### src/rtl/cordic_seq.sv
// Sequencer that feeds one operand set to an iterative CORDIC, waits for the last
// iteration, captures the result and hands it downstream. Optional watchdog: CORDIC_SEQ_WATCHDOG_EN.
module cordic_seq #(
    parameter int WIDTH = 15,
    parameter int ITERS = 16,
    parameter int TMO   = 24
) (
    input  logic             clk,
    input  logic             reset,
    input  logic             in_valid,
    output logic             in_ready,
    input  logic             in_m,
    input  logic             in_div,
    input  logic [WIDTH:0]   in_x,
    input  logic [WIDTH:0]   in_y,
    input  logic [WIDTH:0]   in_z,
    output logic             cd_reset,
    output logic             cd_m,
    output logic             cd_div,
    output logic [WIDTH:0]   cd_xo,
    output logic [WIDTH:0]   cd_yo,
    output logic [WIDTH:0]   cd_zo,
    input  logic [WIDTH:0]   cd_xout,
    input  logic [WIDTH:0]   cd_yout,
    input  logic [WIDTH:0]   cd_zout,
    input  logic [3:0]       cd_i,
    output logic             out_valid,
    input  logic             out_ready,
    output logic [WIDTH:0]   out_x,
    output logic [WIDTH:0]   out_y,
    output logic [WIDTH:0]   out_z,
    output logic             err
);

    typedef enum logic [2:0] {
        IDLE = 3'd0,
        LOAD = 3'd1,
        RUN  = 3'd2,
        CAPT = 3'd3,
        DONE = 3'd4
    } state_t;

    localparam logic [3:0] LAST_I = 4'(ITERS - 1);

    state_t         state_q, state_d;
    logic           cd_reset_q, cd_reset_d;
    logic           cd_m_q, cd_m_d;
    logic           cd_div_q, cd_div_d;
    logic [WIDTH:0] cd_xo_q, cd_xo_d;
    logic [WIDTH:0] cd_yo_q, cd_yo_d;
    logic [WIDTH:0] cd_zo_q, cd_zo_d;
    logic           out_valid_q, out_valid_d;
    logic [WIDTH:0] out_x_q, out_x_d;
    logic [WIDTH:0] out_y_q, out_y_d;
    logic [WIDTH:0] out_z_q, out_z_d;
    logic           accept_s;

`ifdef CORDIC_SEQ_WATCHDOG_EN
    localparam int CW = $clog2(TMO + 1);
    localparam logic [CW-1:0] TMO_LAST = CW'(TMO - 1);
    logic [CW-1:0]  cnt_q, cnt_d;
    logic           err_q, err_d;
    assign err = err_q;
`else
    assign err = 1'b0;
`endif

    // in_ready must follow out_ready in DONE so a new job can slip in without a bubble
    assign in_ready = (state_q == IDLE) || ((state_q == DONE) && out_ready);
    assign accept_s = in_valid && in_ready;

    // Next-state and next-output logic
    always_comb begin
        state_d   = state_q;
        cd_m_d    = cd_m_q;
        cd_div_d  = cd_div_q;
        cd_xo_d   = cd_xo_q;
        cd_yo_d   = cd_yo_q;
        cd_zo_d   = cd_zo_q;
        out_x_d   = out_x_q;
        out_y_d   = out_y_q;
        out_z_d   = out_z_q;
`ifdef CORDIC_SEQ_WATCHDOG_EN
        cnt_d     = cnt_q;
        err_d     = err_q;
`endif
        case (state_q)
            IDLE: begin
                if (accept_s) state_d = LOAD;
                else          state_d = IDLE;
            end
            LOAD: begin
                state_d = RUN;
`ifdef CORDIC_SEQ_WATCHDOG_EN
                cnt_d   = '0;
`endif
            end
            RUN: begin
                if (cd_i == LAST_I) begin
                    state_d = CAPT;
`ifdef CORDIC_SEQ_WATCHDOG_EN
                end else if (cnt_q == TMO_LAST) begin
                    err_d   = 1'b1;
                    state_d = IDLE;
                end else begin
                    cnt_d   = cnt_q + CW'(1);
                    state_d = RUN;
`else
                end else begin
                    state_d = RUN;
`endif
                end
            end
            CAPT: begin
                out_x_d = cd_xout;
                out_y_d = cd_yout;
                out_z_d = cd_zout;
                state_d = DONE;
            end
            DONE: begin
                if (out_ready && in_valid) state_d = LOAD;
                else if (out_ready)        state_d = IDLE;
                else                       state_d = DONE;
            end
            default: state_d = IDLE;
        endcase
        if (accept_s) begin
            cd_m_d   = in_m;
            cd_div_d = in_div;
            cd_xo_d  = in_x;
            cd_yo_d  = in_y;
            cd_zo_d  = in_z;
        end else begin
            cd_m_d   = cd_m_q;
        end
        out_valid_d = (state_d == DONE);
        cd_reset_d  = (state_d == LOAD);
    end

    // State and output registers; cd_reset is held high through reset to keep the CORDIC parked
    always_ff @(posedge clk) begin
        if (reset) begin
            state_q     <= IDLE;
            cd_reset_q  <= 1'b1;
            cd_m_q      <= 1'b0;
            cd_div_q    <= 1'b0;
            cd_xo_q     <= '0;
            cd_yo_q     <= '0;
            cd_zo_q     <= '0;
            out_valid_q <= 1'b0;
            out_x_q     <= '0;
            out_y_q     <= '0;
            out_z_q     <= '0;
`ifdef CORDIC_SEQ_WATCHDOG_EN
            cnt_q       <= '0;
            err_q       <= 1'b0;
`endif
        end else begin
            state_q     <= state_d;
            cd_reset_q  <= cd_reset_d;
            cd_m_q      <= cd_m_d;
            cd_div_q    <= cd_div_d;
            cd_xo_q     <= cd_xo_d;
            cd_yo_q     <= cd_yo_d;
            cd_zo_q     <= cd_zo_d;
            out_valid_q <= out_valid_d;
            out_x_q     <= out_x_d;
            out_y_q     <= out_y_d;
            out_z_q     <= out_z_d;
`ifdef CORDIC_SEQ_WATCHDOG_EN
            cnt_q       <= cnt_d;
            err_q       <= err_d;
`endif
        end
    end

    assign cd_reset  = cd_reset_q;
    assign cd_m      = cd_m_q;
    assign cd_div    = cd_div_q;
    assign cd_xo     = cd_xo_q;
    assign cd_yo     = cd_yo_q;
    assign cd_zo     = cd_zo_q;
    assign out_valid = out_valid_q;
    assign out_x     = out_x_q;
    assign out_y     = out_y_q;
    assign out_z     = out_z_q;

endmodule

### config.mk
export PLATFORM = sky130hd
export DESIGN_NAME = cordic_seq
export DESIGN_NICKNAME = d
export VERILOG_FILES = /design/src/rtl/cordic_seq.sv
export SDC_FILE = /design/constraint.sdc
export NUM_CORES = 1
export LEC_CHECK = 0
export BUFFER_PORTS_ARGS = -buffer_cell sky130_fd_sc_hd__buf_2
export CAP_MARGIN = 40
export CORE_MARGIN = 5
export CORE_UTILIZATION = 30
export DETAILED_ROUTE_END_ITERATION = 8
export SLEW_MARGIN = 40
export SYNTH_ARGS = -nofsm -noshare
export SYNTH_HDL_FRONTEND = slang
export SYNTH_SLANG_ARGS = --single-unit
### constraint.sdc
create_clock -name clk -period 1.6 [get_ports clk]
set_input_delay 0.32 -clock clk [delete_from_list [all_inputs] [get_ports clk]]
set_output_delay 0.32 -clock clk [all_outputs]
set_load 0.05 [all_outputs]
# [After elaboration in Yosys (flattened, before gate mapping)]
# Index checks and enable logic that the tools add are counted.
# W data, S select, Z words.
[totals] output_inout_bits=102 in_bits=106 register_bits=103
[op_classes] n_reduce_logical=5 eq_ne=7 muxes=5
[ops] op="$pmux W3 S5" n=1
[ops] op="$eq A3 B1 Y1 const B" n=2
[ops] op="$eq A3 B2 Y1 const B" n=2
[ops] op="$eq A3 B3 Y1 const B" n=2
[ops] op="$mux W3" n=2
[ops] op="$eq A4 B4 Y1 const B" n=1
[ops] op="$logic_and A1 B1 Y1" n=3
[ops] op="$logic_not A3 Y1" n=1
[ops] op="$mux W1" n=2
[ops] op="$logic_or A1 B1 Y1" n=1

# [Logic depth before layout (Yosys ltp)]
# Gate-level depths: netlist (run 1).
[logic_depth] word_depth=7 mapped_depth=6 ltp_nobuf=3

# [Worst setup path after synthesis (run 1)]
# OpenSTA, ideal clock, no wires.
[synth_path] path_kind="input -> output" start="input port out_ready" end="output port in_ready" arrival_ps=1582 cell_stages=2 required_ps=1280 path_slack_ps=-302 cell_sequence="and2b_2 nor3_1"
[synth_between] elab_chain_len=2
[synth_rtl] element="from (decl)" line_no="28" text="input logic out_ready,"
[synth_rtl] element="$logic_and A1 B1 Y1" line_no="69" text="assign in_ready = (state_q == IDLE) || ((state_q == DONE) && out_ready);"
[synth_rtl] element="$logic_or A1 B1 Y1" line_no="69"
[synth_rtl] element="to (decl)" line_no="11" text="output logic in_ready,"
# Every way passes these cells.

# [Worst setup path after layout (run 1)]
[layout_path] start="register state_q[2]" end="output port in_ready"
[layout_between] elab_chain_len=3 word_cells_on_any_way=4 classes_between="eq/ne (1); reduce/logical (3)"
[layout_rtl] element="from (decl)" line_no="45" text="state_t state_q, state_d;"
[layout_rtl] element="from (signal assigned)" line_no="159" text="state_q <= state_d;"
[layout_rtl] element="$eq A3 B3 Y1" line_no="69"
[layout_rtl] element="$logic_and A1 B1 Y1" line_no="69"
[layout_rtl] element="$logic_or A1 B1 Y1 *" line_no="69"
# Mark *: on every way between the ends. The rest lies on a longest branch, timed or not.

==> results of run 1 <==
critical path, cell delays in order, from the launching register on:
cell	delay (ns)
dfxtp_1	0.34
and2b_2	0.23
nor3_2	0.13
buf_6	0.18
path summary, 6_finish.rpt:
check	start	end	depth (start not counted)
setup / recovery	state_q[2]	in_ready	3
hold / removal	cd_yout[1]	out_y[1]	3
hold reg to reg	out_y[9]	out_y[9]	2
setup reg to reg	state_q[2]	cd_zo[4]	4
state kept, by name, summed over array words and instances (netlist names):
register,flops
cd_yo,16
out_y,16
cd_zo,16
out_x,16
cd_m,1
cd_reset,1
state_q,3
out_valid,1
cd_xo,16
cd_div,1
out_z,16
through the flow:
stage	worst slack, ns	power [µW]	instance area, µm²	util (%)
floorplan	0.130	3730	4160	-
global placement	0.160	4020	5280	38.5
detailed placement	0.109	4040	5280	38.5
CTS	0.0261	6190	5570	40.6
global route	0.00411	6370	5570	40.6
finish	0.0625	6080	5570	40.6
routing by layer:
metal | share of wire, % | global-route usage, %
met5 | 0 | 0
met4 | 1.6 | 5.62
met3 | 11 | 5.35
met2 | 45 | 21.0
met1 | 42 | 15.4
cell type report:
cell class                      count  area [µm²]
Clock inverter                      3        45.0
Sequential cell                   103        2060
Fill cell                        1380        8150
Multi-Input combinational cell    311        1840
Tap cell                          180         225
Clock buffer                       12         236
Timing Repair Buffer              212        1160
cells by family (layout without fill, tap and decap cells):
group           count (synthesis)  count (layout)  share of synthesized area [%]
compound gates                 50              50                           6.03
xor+xnor                        1               1                          0.211
buf+inv                        35             227                           6.06
flops                         103             103                           49.7
mux                            50              50                           12.1
other cells                     1               1                         0.0904
simple gates                  209             209                           25.9
power breakdown:
group	internal [µW]	total (µW)	switching [µW]	leakage (µW)
Sequential	2700	2780	76.9	0.000839
Clock	1210	2100	895	0.000129
Combinational	401	1200	797	0.00158
Total	4310	6080	1770	0.00255
timing repair:
action,4_1_cts,5_1_grt
hold buffers,0,0
gates cloned,0,0
endpoints found under the setup margin,1,1
gates resized for setup,1,1
placed cells by master (no fill, tap or decap):
cell,instances
and3b_1,1
buf_2,204
and4bb_2,1
nand4_1,1
buf_4,1
mux2i_1,50
nor3_1,1
buf_12,6
nand2b_1,101
and2b_2,1
clkbuf_16,9
buf_6,1
and3b_2,1
bufinv_16,1
nor3_2,1
dfxtp_1,103
xnor2_1,1
nand2_1,96
nor2_1,3
clkinvlp_4,2
conb_1,1
clkbuf_1,3
a21oi_1,50
nand3b_1,2
==> flow_summary.ini, run 1 <==
[synthesis]
synth.largest_area_cell = dfxtp_1
synth_cell_types = 19
ys_seq_elements = 103
synthTopCellsByArea = dfxtp_1 50%, nand2b_1 15%, mux2i_1 12%
synthTopCellsByCount = 103 x dfxtp_1, 101 x nand2b_1, 96 x nand2_1
synth_fp_nets = 555
synth_edf_count = 0
synth_top_area_share_pct = 49.7
avgSynthCellArea_um2 = 9.24
synthCells = 449
ys_warn_count = 0
syn_area_mm2 = 0.00415
synthMostInstantiatedCell = dfxtp_1
synthArstFlopShare_pct = 0
synthFlopType = dfxtp_1
synth-seq-area-share_pct = 49.7

[timing]
min_period_ns = 1.54
setup_viol = 0
finalClockSkew_ns = 0.00729
drv_slew = 0
fmax_mhz = 650
fin_crit_sh_pct = 96.1
rsz0062_at_grt = false
finalHoldViolCount = 0
fin_setup_tns_ns = 0
timing.hold.ws_ns = 0.213

[place]
portBuffers = 206
dpl.cell_count = 806
place_congestion = 0.746
dpl.hpwl_mm = 7.92

[drt]
ant_nets = 0
routed_via_density = 4.39
drt_iter0_drc = 124
num_vias = 3602
first_pass_iters = 4
wire_per_inst_um = 13.2
drt-total-wl_mm = 10.9
drcViolationCount = 0

[global_route]
grt_pass1_wl_mm = 17.4
track_usage_pct = 13.1
antenna_found_initial = 0
grt_max_degree = 92
grt_pass1_vias = 3702
grt_overflow = 0

[worst_setup_path]
worst_ep_arrival_time_ns = 1.22
cp-start-kind = flop
cp.required_ns = 1.28
setup.reg_to_reg.worst_slack_ns = 0.19
cp-end-kind = primary output
critPathMaxFanout = 5
criticalPathCategory = reg2out

[floorplan]
num_rows = 43
dieArea_mm2 = 0.0163
start_util_pct = 30.3
chipHeight_um = 128
io_pins = 208
core-area_mm2 = 0.0137
dieWidth_um = 128

[clock_tree]
cts_buffers = 9
cts_buffer_depth = 2
cts_setup_buffers = 0
clk_transition_reported_paths_ns = 0.07
cts_sinks = 103
clockRootBuffer = clkbuf_16
clk-insertion-delay-late_ns = 0.34
htreeDepth = 3
cts_tree = done

[job]
maxCapViolCount = 0

[hold_path]
hold_path_class = in2reg

[finish]
final_cells = 821
final_layout_size_suffix_gt1_share_pct = 35.6
antenna_cells = 0
num-nets-final = 743
syn_to_final_growth_pct = 34.2

[pwr]
irDropWorstVdd_mv = 0.532
p_leak_uw = 0.00255
p_per_area_mw_per_mm2 = 1090

[run_status]
status = finished, final reports clean
(Power assumes the default switching activity.)
==> run 2: changes to the inputs <==
==> constraint.sdc (replaced) <==
create_clock -name clk -period 1.4 [get_ports clk]
set_input_delay 0.28 -clock clk [delete_from_list [all_inputs] [get_ports clk]]
set_output_delay 0.28 -clock clk [all_outputs]
set_load 0.05 [all_outputs]
==> flow_summary.ini, run 2 (synthesis results as in run 1) <==
[finish]
final_cells = 837
n_fill_cell = 1363
antenna_cells = 0
mostFrequentLayoutCell = buf_2
syn_to_final_growth_pct = 38.7
num-nets-final = 758
final_cell_mix = 204 x buf_2, 102 x dfxtp_1, 101 x nand2b_1, 96 x nand2_1, 50 x a21oi_1
final_layout_size_suffix_gt1_share_pct = 38.2

[drt]
drt_iter0_drc = 122
num_vias = 3658
ant_nets = 0
wire_per_inst_um = 13.2
routed_via_density = 4.37
drcViolationCount = 0
drt-total-wl_mm = 11.1
first_pass_iters = 4

[job]
maxCapViolCount = 0

[worst_setup_path]
cp-end-kind = primary output
setup.reg_to_reg.worst_slack_ns = -0.07
cp.required_ns = 1.12
critPathMaxFanout = 2
crit_chain = and2b_2, buf_4, nor3_4, buf_6
crit_end = in_ready
r2r_cells = 4
worst_ep_arrival_time_ns = 1.28
worstReg2RegEnd = cd_xo[14]
r2r_start = state_q[2]
timing.critical_path.slowest_stage_cell = dfxtp_2
cp-start-kind = flop
cp-startpoint = state_q[2]
criticalPathCategory = reg2out
cpPeakStageDelay_ns = 0.32

[floorplan]
dieArea_mm2 = 0.0163
start_util_pct = 30.3
dieWidth_um = 128
num_rows = 43
chipHeight_um = 128
core-area_mm2 = 0.0137
io_pins = 208

[timing]
finalClockSkew_ns = 0.00771
fin_crit_sh_pct = 111
setup_viol = 18
timing.hold.ws_ns = 0.159
fin_ws_ns = -0.159
finalHoldViolCount = 0
min_period_ns = 1.56
drv_slew = 0
rsz0062_at_grt = true
fmax_mhz = 642
fin_setup_tns_ns = -0.804

[global_route]
grt_overflow = 0
grt_pass1_vias = 3589
track_usage_pct = 13.0
grt_max_degree = 50
antenna_found_initial = 0
grt_pass1_wl_mm = 17.2

[clock_tree]
cts_tree = done
cts_buffer_depth = 2
cts_buffers = 9
htreeDepth = 3
clockRootBuffer = clkbuf_16
clk_transition_reported_paths_ns = 0.07
hold_buffers = 0
clk-insertion-delay-late_ns = 0.34
cts_sinks = 103

[place]
place_congestion = 0.783
dpl.hpwl_mm = 8.02
dpl.cell_count = 818
portBuffers = 206
place_ws_ns = -0.0589

[hold_path]
hold_path_class = in2reg

[run_status]
violations = setup timing
status = complete, but fails checks

[pwr]
p_leak_uw = 0.00266
irDropWorstVdd_mv = 0.569
p_per_area_mw_per_mm2 = 1240
==> run 2: cell count changes in the layout (fill, tap and decap cells not counted), sizes merged <==
cell and change:
buf +13, clkinv +4, clkbuf -1, clkinvlp -1, inv +1
==> run 2: layout make-up <==
class	count	area (µm²)	area share, %
sequential	103	2060	35.8
tap	180	225	3.91
clock inverter	7	72.6	1.26
clock buffer	9	225	3.91
multi-input combinational	311	1860	32.3
timing repair buffer	227	1310	22.8
==> run 2: per-layer routing <==
metal  vias up  track usage (%)  wire (µm)
met3        13             5.81       1300
met5         -                0          0
met4         0             5.24        178
met1      1654             15.9       4720
li1       1842                -          -
met2       149             20.0       4870
==> run 2: worst max-delay path, delay by kind of cell, from the launching register on <==
family        cells  cell delay (ns)
simple gates      2             0.30
flops             1             0.32
buf+inv           2             0.32
==> run 2: worst min-delay path by stage <==
stage	to	cells after the start	start	slack [ns]
6_report	out_x[0]	3	cd_xout[0]	0.16
5_1_grt	out_x[0]	3	cd_xout[0]	0.14
4_1_cts	out_x[0]	3	cd_xout[0]	0.14
3_5_place_dp	out_y[14]	2	out_y[14]	0.44
3_3_place_gp	out_x[7]	2	out_x[7]	0.44
2_1_floorplan	out_x[15]	2	cd_xout[15]	0.42
==> run 2: metrics by stage <==
step	power, µW	util, %	cell area (µm²)
final	7150	42.0	5760
after global routing	7480	42.0	5760
after CTS	7210	41.4	5680
after detailed placement	4650	39.2	5380
after global placement	4620	39.2	5380
after floorplan	4270	-	4160
==> run 2: power by group <==
group / switching, µW / internal [µW]
Clock: 1130 / 1390
Combinational: 948 / 517
Sequential: 81.0 / 3090
==> run 2: timing repair <==
item,4_1_cts,5_1_grt
endpoints found under the setup margin,1,40
gates cloned,0,3
setup buffers,0,0
gates resized for setup,2,4
